`config.mk`:
```
export PLATFORM = sky130hd
export DESIGN_NAME = psk_phase_tracker
export DESIGN_NICKNAME = d
export VERILOG_FILES = /design/src/rtl/psk_phase_tracker.sv
export SDC_FILE = /design/constraint.sdc
export NUM_CORES = 1
export LEC_CHECK = 0
export ABC_AREA = 1
export ABC_CLOCK_PERIOD_IN_PS = 4500
export BUFFER_PORTS_ARGS = -buffer_cell sky130_fd_sc_hd__buf_2
export CAP_MARGIN = 20
export CORE_ASPECT_RATIO = 0.9
export CORE_MARGIN = 1.5
export CORE_UTILIZATION = 53
export DETAILED_ROUTE_END_ITERATION = 8
export GPL_TIMING_DRIVEN = 0
export PLACE_DENSITY = 0.72
export SYNTH_ARGS = -nofsm -noshare
export SYNTH_HDL_FRONTEND = slang
export SYNTH_SLANG_ARGS = --single-unit
```
`constraint.sdc`:
```
create_clock -name clk -period 4.5 [get_ports clk]
set_input_delay 0 -clock clk [delete_from_list [all_inputs] [get_ports clk]]
set_output_delay 0 -clock clk [all_outputs]
set_load 0.005 [all_outputs]
```
`src/rtl/psk_phase_tracker.sv`:
```
// psk_phase_tracker
// Reduces each correlator match mask to a carrier phase index. A lock FSM
// with hysteresis decides when that phase is trusted. While locked, the block
// recovers differential PSK bits from roughly 180-degree phase jumps.
// Two-stage pipeline: classify on the strobe cycle, then track in the next cycle.

module psk_phase_tracker #(
   parameter int LOCK_CNT   = 4,
   parameter int UNLOCK_CNT = 3,
   parameter int MAX_RUN    = 3
) (
   input  logic       clk,
   input  logic       rst_in,
   input  logic [7:0] value,
   input  logic       stb,
   output logic [2:0] phase,
   output logic       locked,
   output logic       bit_out,
   output logic       bit_vld,
   output logic [7:0] err_cnt
);

   typedef enum logic [1:0] {CLS_EMPTY, CLS_AMBIG, CLS_VALID} cls_e;
   typedef enum logic {ST_SEARCH, ST_LOCKED} state_e;

   state_e     state_q, state_d;
   logic       s1_vld_q, s1_vld_d;
   cls_e       s1_cls_q, s1_cls_d;
   logic [2:0] s1_ph_q, s1_ph_d;
   logic [2:0] phase_q, phase_d;
   logic       ref_valid_q, ref_valid_d;
   logic [3:0] good_cnt_q, good_cnt_d;
   logic [3:0] bad_cnt_q, bad_cnt_d;
   logic [7:0] err_cnt_q, err_cnt_d;
   logic       bit_out_q, bit_out_d;
   logic       bit_vld_q, bit_vld_d;

   logic [3:0] run_cnt;
   logic [3:0] run_len;
   logic [2:0] run_start;
   logic [2:0] ph_diff;
   logic       win_valid;
   logic       consistent;
   logic       flip;
   logic [3:0] good_step;
   logic [3:0] bad_step;

   // Stage 1: find the circular run of set bits and reduce it to a phase index
   always_comb begin
      run_cnt   = '0;
      run_len   = '0;
      run_start = '0;
      for (int j = 0; j < 8; j++) begin
         if (value[j] && !value[(j + 7) % 8]) begin
            run_cnt   = run_cnt + 4'd1;
            run_start = 3'(j);
         end
         if (value[j]) begin
            run_len = run_len + 4'd1;
         end
      end
      s1_vld_d = stb;
      s1_ph_d  = run_start + 3'((run_len - 4'd1) >> 1);
      if (value == 8'h00) begin
         s1_cls_d = CLS_EMPTY;
      end else if (value == 8'hFF || run_cnt != 4'd1 || run_len > 4'(MAX_RUN)) begin
         s1_cls_d = CLS_AMBIG;
      end else begin
         s1_cls_d = CLS_VALID;
      end
   end

   // Stage 2 window evaluation: phase step against the reference and counter steps
   always_comb begin
      ph_diff    = s1_ph_q - phase_q;
      win_valid  = (s1_cls_q == CLS_VALID);
      consistent = s1_vld_q && win_valid && ref_valid_q &&
                   (ph_diff != 3'd2) && (ph_diff != 3'd6);
      flip       = consistent && (ph_diff >= 3'd3) && (ph_diff <= 3'd5);
      good_step  = consistent ? (good_cnt_q + 4'd1) : 4'd1;
      bad_step   = bad_cnt_q + 4'd1;
   end

   // Lock FSM next-state logic, advanced only by stage-2 windows
   always_comb begin
      state_d = state_q;
      if (s1_vld_q) begin
         case (state_q)
            ST_SEARCH: if (win_valid && good_step >= 4'(LOCK_CNT)) state_d = ST_LOCKED;
            ST_LOCKED: if (!consistent && bad_step >= 4'(UNLOCK_CNT)) state_d = ST_SEARCH;
            default:   state_d = ST_SEARCH;
         endcase
      end
   end

   // Tracking datapath: reference phase, hysteresis counters, error count and bit output
   always_comb begin
      phase_d     = phase_q;
      ref_valid_d = ref_valid_q;
      good_cnt_d  = good_cnt_q;
      bad_cnt_d   = bad_cnt_q;
      err_cnt_d   = err_cnt_q;
      bit_out_d   = bit_out_q;
      bit_vld_d   = 1'b0;
      if (s1_vld_q) begin
         if (state_q == ST_SEARCH) begin
            if (!win_valid) begin
               good_cnt_d  = '0;
               ref_valid_d = 1'b0;
            end else begin
               phase_d     = s1_ph_q;
               ref_valid_d = 1'b1;
               good_cnt_d  = good_step;
               if (state_d == ST_LOCKED) begin
                  bad_cnt_d = '0;
               end
            end
         end else begin
            if (consistent) begin
               phase_d   = s1_ph_q;
               bad_cnt_d = '0;
               bit_vld_d = 1'b1;
               bit_out_d = flip;
            end else begin
               if (err_cnt_q != 8'hFF) begin
                  err_cnt_d = err_cnt_q + 8'd1;
               end
               bad_cnt_d = bad_step;
               if (state_d == ST_SEARCH) begin
                  good_cnt_d  = '0;
                  ref_valid_d = 1'b0;
                  bad_cnt_d   = '0;
               end
            end
         end
      end
   end

   // FSM state register
   always_ff @(posedge clk) begin
      if (rst_in) begin
         state_q <= ST_SEARCH;
      end else begin
         state_q <= state_d;
      end
   end

   // Pipeline and tracking registers; reset also discards any in-flight window
   always_ff @(posedge clk) begin
      if (rst_in) begin
         s1_vld_q    <= 1'b0;
         s1_cls_q    <= CLS_EMPTY;
         s1_ph_q     <= '0;
         phase_q     <= '0;
         ref_valid_q <= 1'b0;
         good_cnt_q  <= '0;
         bad_cnt_q   <= '0;
         err_cnt_q   <= '0;
         bit_out_q   <= 1'b0;
         bit_vld_q   <= 1'b0;
      end else begin
         s1_vld_q    <= s1_vld_d;
         s1_cls_q    <= s1_cls_d;
         s1_ph_q     <= s1_ph_d;
         phase_q     <= phase_d;
         ref_valid_q <= ref_valid_d;
         good_cnt_q  <= good_cnt_d;
         bad_cnt_q   <= bad_cnt_d;
         err_cnt_q   <= err_cnt_d;
         bit_out_q   <= bit_out_d;
         bit_vld_q   <= bit_vld_d;
      end
   end

   // Output decode: locked mirrors the state register
   always_comb begin
      locked  = (state_q == ST_LOCKED);
      phase   = phase_q;
      bit_out = bit_out_q;
      bit_vld = bit_vld_q;
      err_cnt = err_cnt_q;
   end

endmodule
```
[Word-level counts from Yosys, hierarchy flattened]
Cells that the tools add are included.
Cells by class
  $add $sub $neg: 20
  $lt $le $gt $ge: 5
  equality and inequality tests: 9
  mux-type cells: 46
  bitwise operators: 3
  reductions and logical operators: 37
Operator list (count)
  4-bit two-way mux: 24
  4-bit by 1-bit adder with 4-bit output (second input constant): 16
  3-bit two-way mux: 9
  1-bit logical AND: 16
  3-bit AND reduction: 4
  1-bit two-way mux: 11
  1-bit zero test: 9
  8-bit by 1-bit adder with 8-bit output (second input constant): 1
  8-bit equality test (second input constant): 1
  8-bit zero test: 1
  8-bit inequality test (second input constant): 1
  4-bit by 2-bit greater-or-equal comparator with 1-bit output (second input constant): 1
  4-bit by 3-bit greater-or-equal comparator with 1-bit output (second input constant): 1
  4-bit by 2-bit > comparator with 1-bit output (second input constant): 1
  2-bit inequality test (second input constant): 2
  4-bit by 1-bit inequality test with 1-bit output (second input constant): 1
  4-bit AND reduction: 1
  2-bit nonzero test: 2
  4-bit by 1-bit subtractor with 4-bit output (second input constant): 1
  3-bit adder: 1
  3-bit by 2-bit greater-or-equal comparator with 1-bit output (second input constant): 1
  3-bit <= comparator (second input constant): 1
  3-bit by 2-bit inequality test with 1-bit output (second input constant): 1
  3-bit inequality test (second input constant): 1
  other kinds (9): 12
Storage, ports and cells
  register bits after elaboration: 29
  input port bits: 11
  output and inout bits: 14
  word-level logic and storage cells: 131

[Longest topological paths before layout]
  depth in word-level cells: 21
  mapped depth: 30
  gate-level depth less buffers: 30

[Worst setup path before layout]
OpenSTA, ideal clock, no wires.
  kind: input -> register
  start: input value[0]
  end: register s1_ph_q[2]
  data arrival time: 3.738 ns
  data required time: 4.385 ns
  setup slack: 0.647 ns
  stages on the path: 30
  path buffers: 0
  cell sequence: inv_1 ha_1 nand2_4 inv_1 nor2_2 ha_1 or2_1 nand2_1 nand2_1 nand3_1 nand2_1 ha_1 or2_2 nand3_1 nand3_1 nand2_1 ha_1 nand2_1 nand2_1 inv_1 ha_1 inv_1 ha_1 fa_1 inv_1 nand3_1 nand2_1 nand3_1 nand2_1 nor2_1
On the way
  word-level cells in the longest chain between the ends: 17
RTL lines
  start: declaration: line 14  | input logic [7:0] value,
  1-bit two-way mux: line 58  | if (value[j]) begin
  4-bit by 1-bit adder with 4-bit output: line 59  | run_len = run_len + 4'd1;
  4-bit two-way mux: line 58
  4-bit by 1-bit adder with 4-bit output: line 59
  4-bit two-way mux: line 58
  4-bit by 1-bit adder with 4-bit output: line 59
  4-bit two-way mux: line 58
  4-bit by 1-bit adder with 4-bit output: line 59
  4-bit two-way mux: line 58
  4-bit by 1-bit adder with 4-bit output: line 59
  4-bit two-way mux: line 58
  4-bit by 1-bit adder with 4-bit output: line 59
  4-bit two-way mux: line 58
  4-bit by 1-bit adder with 4-bit output: line 59
  4-bit two-way mux: line 58
  4-bit by 1-bit subtractor with 4-bit output: line 63  | s1_ph_d = run_start + 3'((run_len - 4'd1) >> 1);
  3-bit adder (*): line 63
  end signal: assignment: line 164  | s1_ph_q <= s1_ph_d;
  end: declaration: line 29  | logic [2:0] s1_ph_q, s1_ph_d;
Every way passes the cells marked *; elsewhere a longest branch is shown, timed or not.
A chain may end at the register's enable or synchronous reset.

[Final worst setup path]
Same ends and word-level chain as after synthesis.

==> results.md <==
- The total congestion overflow after global routing is 0.
- The total CTS buffers is 5.
- The initial standard-cell utilization of the core is between 50 and 60%.
- TritonCTS built the clock tree.
- Clock-pin slew was measured on the worst setup and hold paths at about 0.070 ns.
- The startpoint identified for the worst register-to-register timing path is phase[0].
- The iteration-0 DRC count of the detailed router is roughly 110.
- For this design, the sink count on the clock tree is 29.
- For this run, the detailed router's first-pass iteration total came to 4.
- The number of I/O port buffers is 21.
- Max-cap violations in this run came to 0.
- The worst slack after detailed placement is approximately 0.20 ns.
- The worst setup path is launched from an input pin.
- Leaving out fill and tap cells, the most frequent cell in the layout is sky130_fd_sc_hd__nand2_1.
- The number of inserted filler cells in the final layout is 480.
- The initialized floorplan defines 24 standard-cell rows.
- The run finished with clean final reports.
- The distinct cell type count after synthesis is 38.
- Entering global routing, the biggest net connects 11 pins.
- The via count of the first global-routing pass is 2307.
- Net switching is around 38% of the power.
- For this design the total switching power over the nets is between 0.0003 and 0.0004 W.
- Data on the critical path arrives at its endpoint at around 4.2 ns.
- The synthesized netlist occupies a cell area of around 2700 sq um.
- Setup repair after global routing left no endpoint under its margin.
- The first global-routing pass estimated 9970 um of wire.
- Leaving out fill and tap cells, the most frequent cells in the layout are sky130_fd_sc_hd__nand2_1, sky130_fd_sc_hd__inv_1, sky130_fd_sc_hd__nand3_1.
- The post-CTS setup-driven buffer insertion count is 0.
- The number of antenna violations at the first check in global routing is 0.
- The HPWL after detailed placement is around 4300 um.
- The routed wire length is between 5000 and 6000 um.
- Relative to the synthesized area, the layout overhead comes to 10.3%.
- The leakage dissipation is ~1.5 nW.
- The worst hold path passes through 3 cells.
- The non-filler instance count after layout is approximately 510.
- Of the cells placed in the final design, the portion with a size suffix greater than 1 is 17.8%.
- The hold violation count in the final report is 0.
- After floorplanning, the core was sized to cover 4890 sq um.
- The number of cells on the worst reg-to-reg path is 14.
- In the final routed layout, each cell accounts on average for 10.5 um.
- A synthesized cell averages 6.54 sq um.
- The overall routing resource usage is approximately 22%.
- STA classifies the critical path endpoint as a register.
- The H-tree generated during clock tree synthesis spans 2 levels.
- The minimum clock period after layout is approximately 4 ns.
- The most frequent cell on the critical path is sky130_fd_sc_hd__nand2_1.
- The slack of the worst reg-to-reg path is roughly 1.5 ns.
- After detailed routing, the number of remaining DRC violations is 0.
- The internal portion of the total power is between 0.0004 and 0.0005 W.
- The part of the power in combinational logic is 39.5%.
- The final critical path takes up around nine tenths of the cycle.
- The detailed-route via count is ~2.5k.
- The net count of the finished layout is 484.
- The height of the die is 71.2 um.
- The worst pin sits at a relative slew slack of about 55%.
- The number of hold buffers added after CTS was 1.
- The share of power burned in the clock network is around 26%.
- For the pin with the worst max-slew slack, the measured transition is 0.664 ns.
- At the worst endpoint, the required time is approximately 4.7 ns.
- The setup total negative slack is 0 ns.
- The weighted congestion at the end of routability-driven global placement is approximately 0.85.
- For this run, the number of Yosys warnings is 0.
- The x dimension of the die is slightly below 80 um.
- The count of inserted antenna diode cells is 0.
- The count of nets left with antenna violations once routing finished came out at 0.
- The critical register-to-register path endpoint is err_cnt[7].
- The area of the die is 5610 sq um.
- The number of nets in the synthesized netlist is 455.
- On the final layout, the worst clock skew is ~0.0085 ns.
- The fraction of the yosys area taken by sequential cells is between 20% and 30%.
- The power per cell area is about 270 nW/um^2.
- The final number of max-transition violations was 0.
- The cell chosen for the clock root is sky130_fd_sc_hd__clkbuf_8.
- The library cell contributing the largest single delay on the critical path is sky130_fd_sc_hd__ha_1.
- In this run, post-CTS repair resized a total of 0 instances.
- The number of top-level pins is 25.
- The maximum clock frequency is 250 MHz.
- Once routing completed, OpenROAD measured the worst setup slack at 0.495 ns.
- The path class of the lowest-slack min-delay path is in2reg.
- The total non-filler cell area in the finished layout is just over 3000 sq um.
- After technology mapping, the gate count stands at around 420.
- The buffer depth of the longest clock path is 2.
- The critical path's largest stage delay is 0.39 ns.
- In this run the worst path has a maximum fanout of 4.
- The peak supply drop is about 190 uV.
- The fraction of power consumed by sequential logic is about a third.
- Once layout is complete, the utilization of the core stands at 61.7%.
- The instance count after placement with tap cells included is ~500.
- The area after detailed placement is ~2900 sq um.
- In this run the most critical hold path is launched from value[2].
- At the later pin of the worst-skew pair, clock insertion delay measures ~0.28 ns.
- The vias per cell is ~5.
- Setup violations remaining at the end of the flow were counted as 0.
- The critical path class is in2reg.
- The path with the worst hold slack has its endpoint at s1_cls_q[1].
- The synthesis-stage register bit count is 29.
==> worst max path at each step <==
stage                     startpoint          to  slack, ns  cells past startpoint
after floorplan             value[0]  s1_ph_q[2]       0.65                     30
final                       value[0]  s1_ph_q[2]       0.49                     31
after global routing        value[0]  s1_ph_q[2]       0.06                     31
after CTS                   value[0]  s1_ph_q[2]       0.51                     31
after global placement      value[0]  s1_ph_q[2]       0.28                     31
after detailed placement    value[0]  s1_ph_q[2]       0.20                     31
==> logic make-up (layout without fill, tap and decap cells) <==
kind of cell | count (synthesis) | count (layout) | synth area share [%]
compound gates | 44 | 44 | 8.91
xor+xnor | 9 | 9 | 3.84
fa+ha+maj | 25 | 25 | 12.0
buf+inv | 66 | 96 | 9.82
flops | 29 | 29 | 21.2
simple gates | 246 | 246 | 44.3
==> final cells by class <==
class / instances / area, sq um / area share [%]
multi-input cells: 324 / 1890 / 62.5
flip-flops and latches: 29 / 581 / 19.2
inverters: 61 / 234 / 7.74
repair buffers: 22 / 115 / 3.81
well taps: 65 / 81.3 / 2.69
clock buffers: 5 / 68.8 / 2.28
plain buffers: 5 / 35.0 / 1.16
clock inverters: 3 / 17.5 / 0.580
==> per-stage QoR <==
step	hold WS (ns)	power [W]
2_1_floorplan	0.107	0.000543
6_report	0.133	0.000802
4_1_cts	0.116	0.000809
3_3_place_gp	0.212	0.000588
5_1_grt	0.159	0.000877
3_5_place_dp	0.217	0.000598
==> critical path: cells and delay by family <==
family                     cells  cell delay (ns)
adders and majority gates      7             1.92
and+or+nand+nor               18             1.87
buffers and inverters          6             0.40
==> power by group through the flow <==
stage | logic (W) | registers (W) | clock network [W]
after floorplan | 0.000261 | 0.000282 | 0
after global placement | 0.000305 | 0.000283 | 0
after detailed placement | 0.000315 | 0.000283 | 0
after CTS | 0.000318 | 0.000277 | 0.000214
after global routing | 0.000370 | 0.000279 | 0.000228
final | 0.000317 | 0.000277 | 0.000208
==> cells in the mapped netlist <==
master	instances	area, sq um
sky130_fd_sc_hd__nand2_1	114	428
sky130_fd_sc_hd__inv_1	52	195
sky130_fd_sc_hd__nand3_1	45	225
sky130_fd_sc_hd__nor2_1	31	116
sky130_fd_sc_hd__dfxtp_1	29	581
sky130_fd_sc_hd__ha_1	23	288
sky130_fd_sc_hd__a21oi_1	19	95.1
sky130_fd_sc_hd__nand2_2	12	75.1
sky130_fd_sc_hd__o21ai_0	10	50.1
sky130_fd_sc_hd__nand2_4	8	90.1
sky130_fd_sc_hd__inv_2	7	26.3
sky130_fd_sc_hd__nand3_2	7	70.1
sky130_fd_sc_hd__nor3_1	7	35.0
sky130_fd_sc_hd__o21ai_1	5	25.0
sky130_fd_sc_hd__xnor2_1	5	43.8
sky130_fd_sc_hd__a31oi_1	4	25.0
sky130_fd_sc_hd__nor2_2	4	25.0
sky130_fd_sc_hd__nand3b_1	3	22.5
sky130_fd_sc_hd__nand4_1	3	18.8
sky130_fd_sc_hd__nor3b_1	3	22.5
sky130_fd_sc_hd__buf_6	2	22.5
sky130_fd_sc_hd__clkbuf_1	2	7.51
sky130_fd_sc_hd__fa_1	2	40.0
sky130_fd_sc_hd__inv_4	2	12.5
sky130_fd_sc_hd__nand3_4	2	35.0
sky130_fd_sc_hd__nor4_1	2	12.5
sky130_fd_sc_hd__o41ai_1	2	17.5
sky130_fd_sc_hd__or2_1	2	12.5
sky130_fd_sc_hd__or2_2	2	12.5
sky130_fd_sc_hd__xor2_1	2	17.5
sky130_fd_sc_hd__a211oi_1	1	7.51
sky130_fd_sc_hd__buf_2	1	5.00
sky130_fd_sc_hd__nor2_4	1	11.3
sky130_fd_sc_hd__o21a_1	1	7.51
sky130_fd_sc_hd__o21ai_2	1	8.76
sky130_fd_sc_hd__o21bai_1	1	7.51
sky130_fd_sc_hd__xor2_2	1	16.3
sky130_fd_sc_hd__xor2_4	1	27.5
==> layer usage <==
layer	part of all wire, %	vias up	global-route usage, %
met3	3.9	6	4.13
li1	-	1404	-
met4	1.2	0	6.75
met2	43	45	33.4
met1	52	1093	30.8
met5	0	-	0
==> state kept, by name, indices dropped and copies added (netlist names) <==
signal / cells
phase: 3
bit_out: 1
bit_vld: 1
bad_cnt_q: 4
err_cnt: 8
s1_ph_q: 3
locked: 1
s1_cls_q: 2
s1_vld_q: 1
good_cnt_q: 4
ref_valid_q: 1
Power figures use the tool's default switching activity.
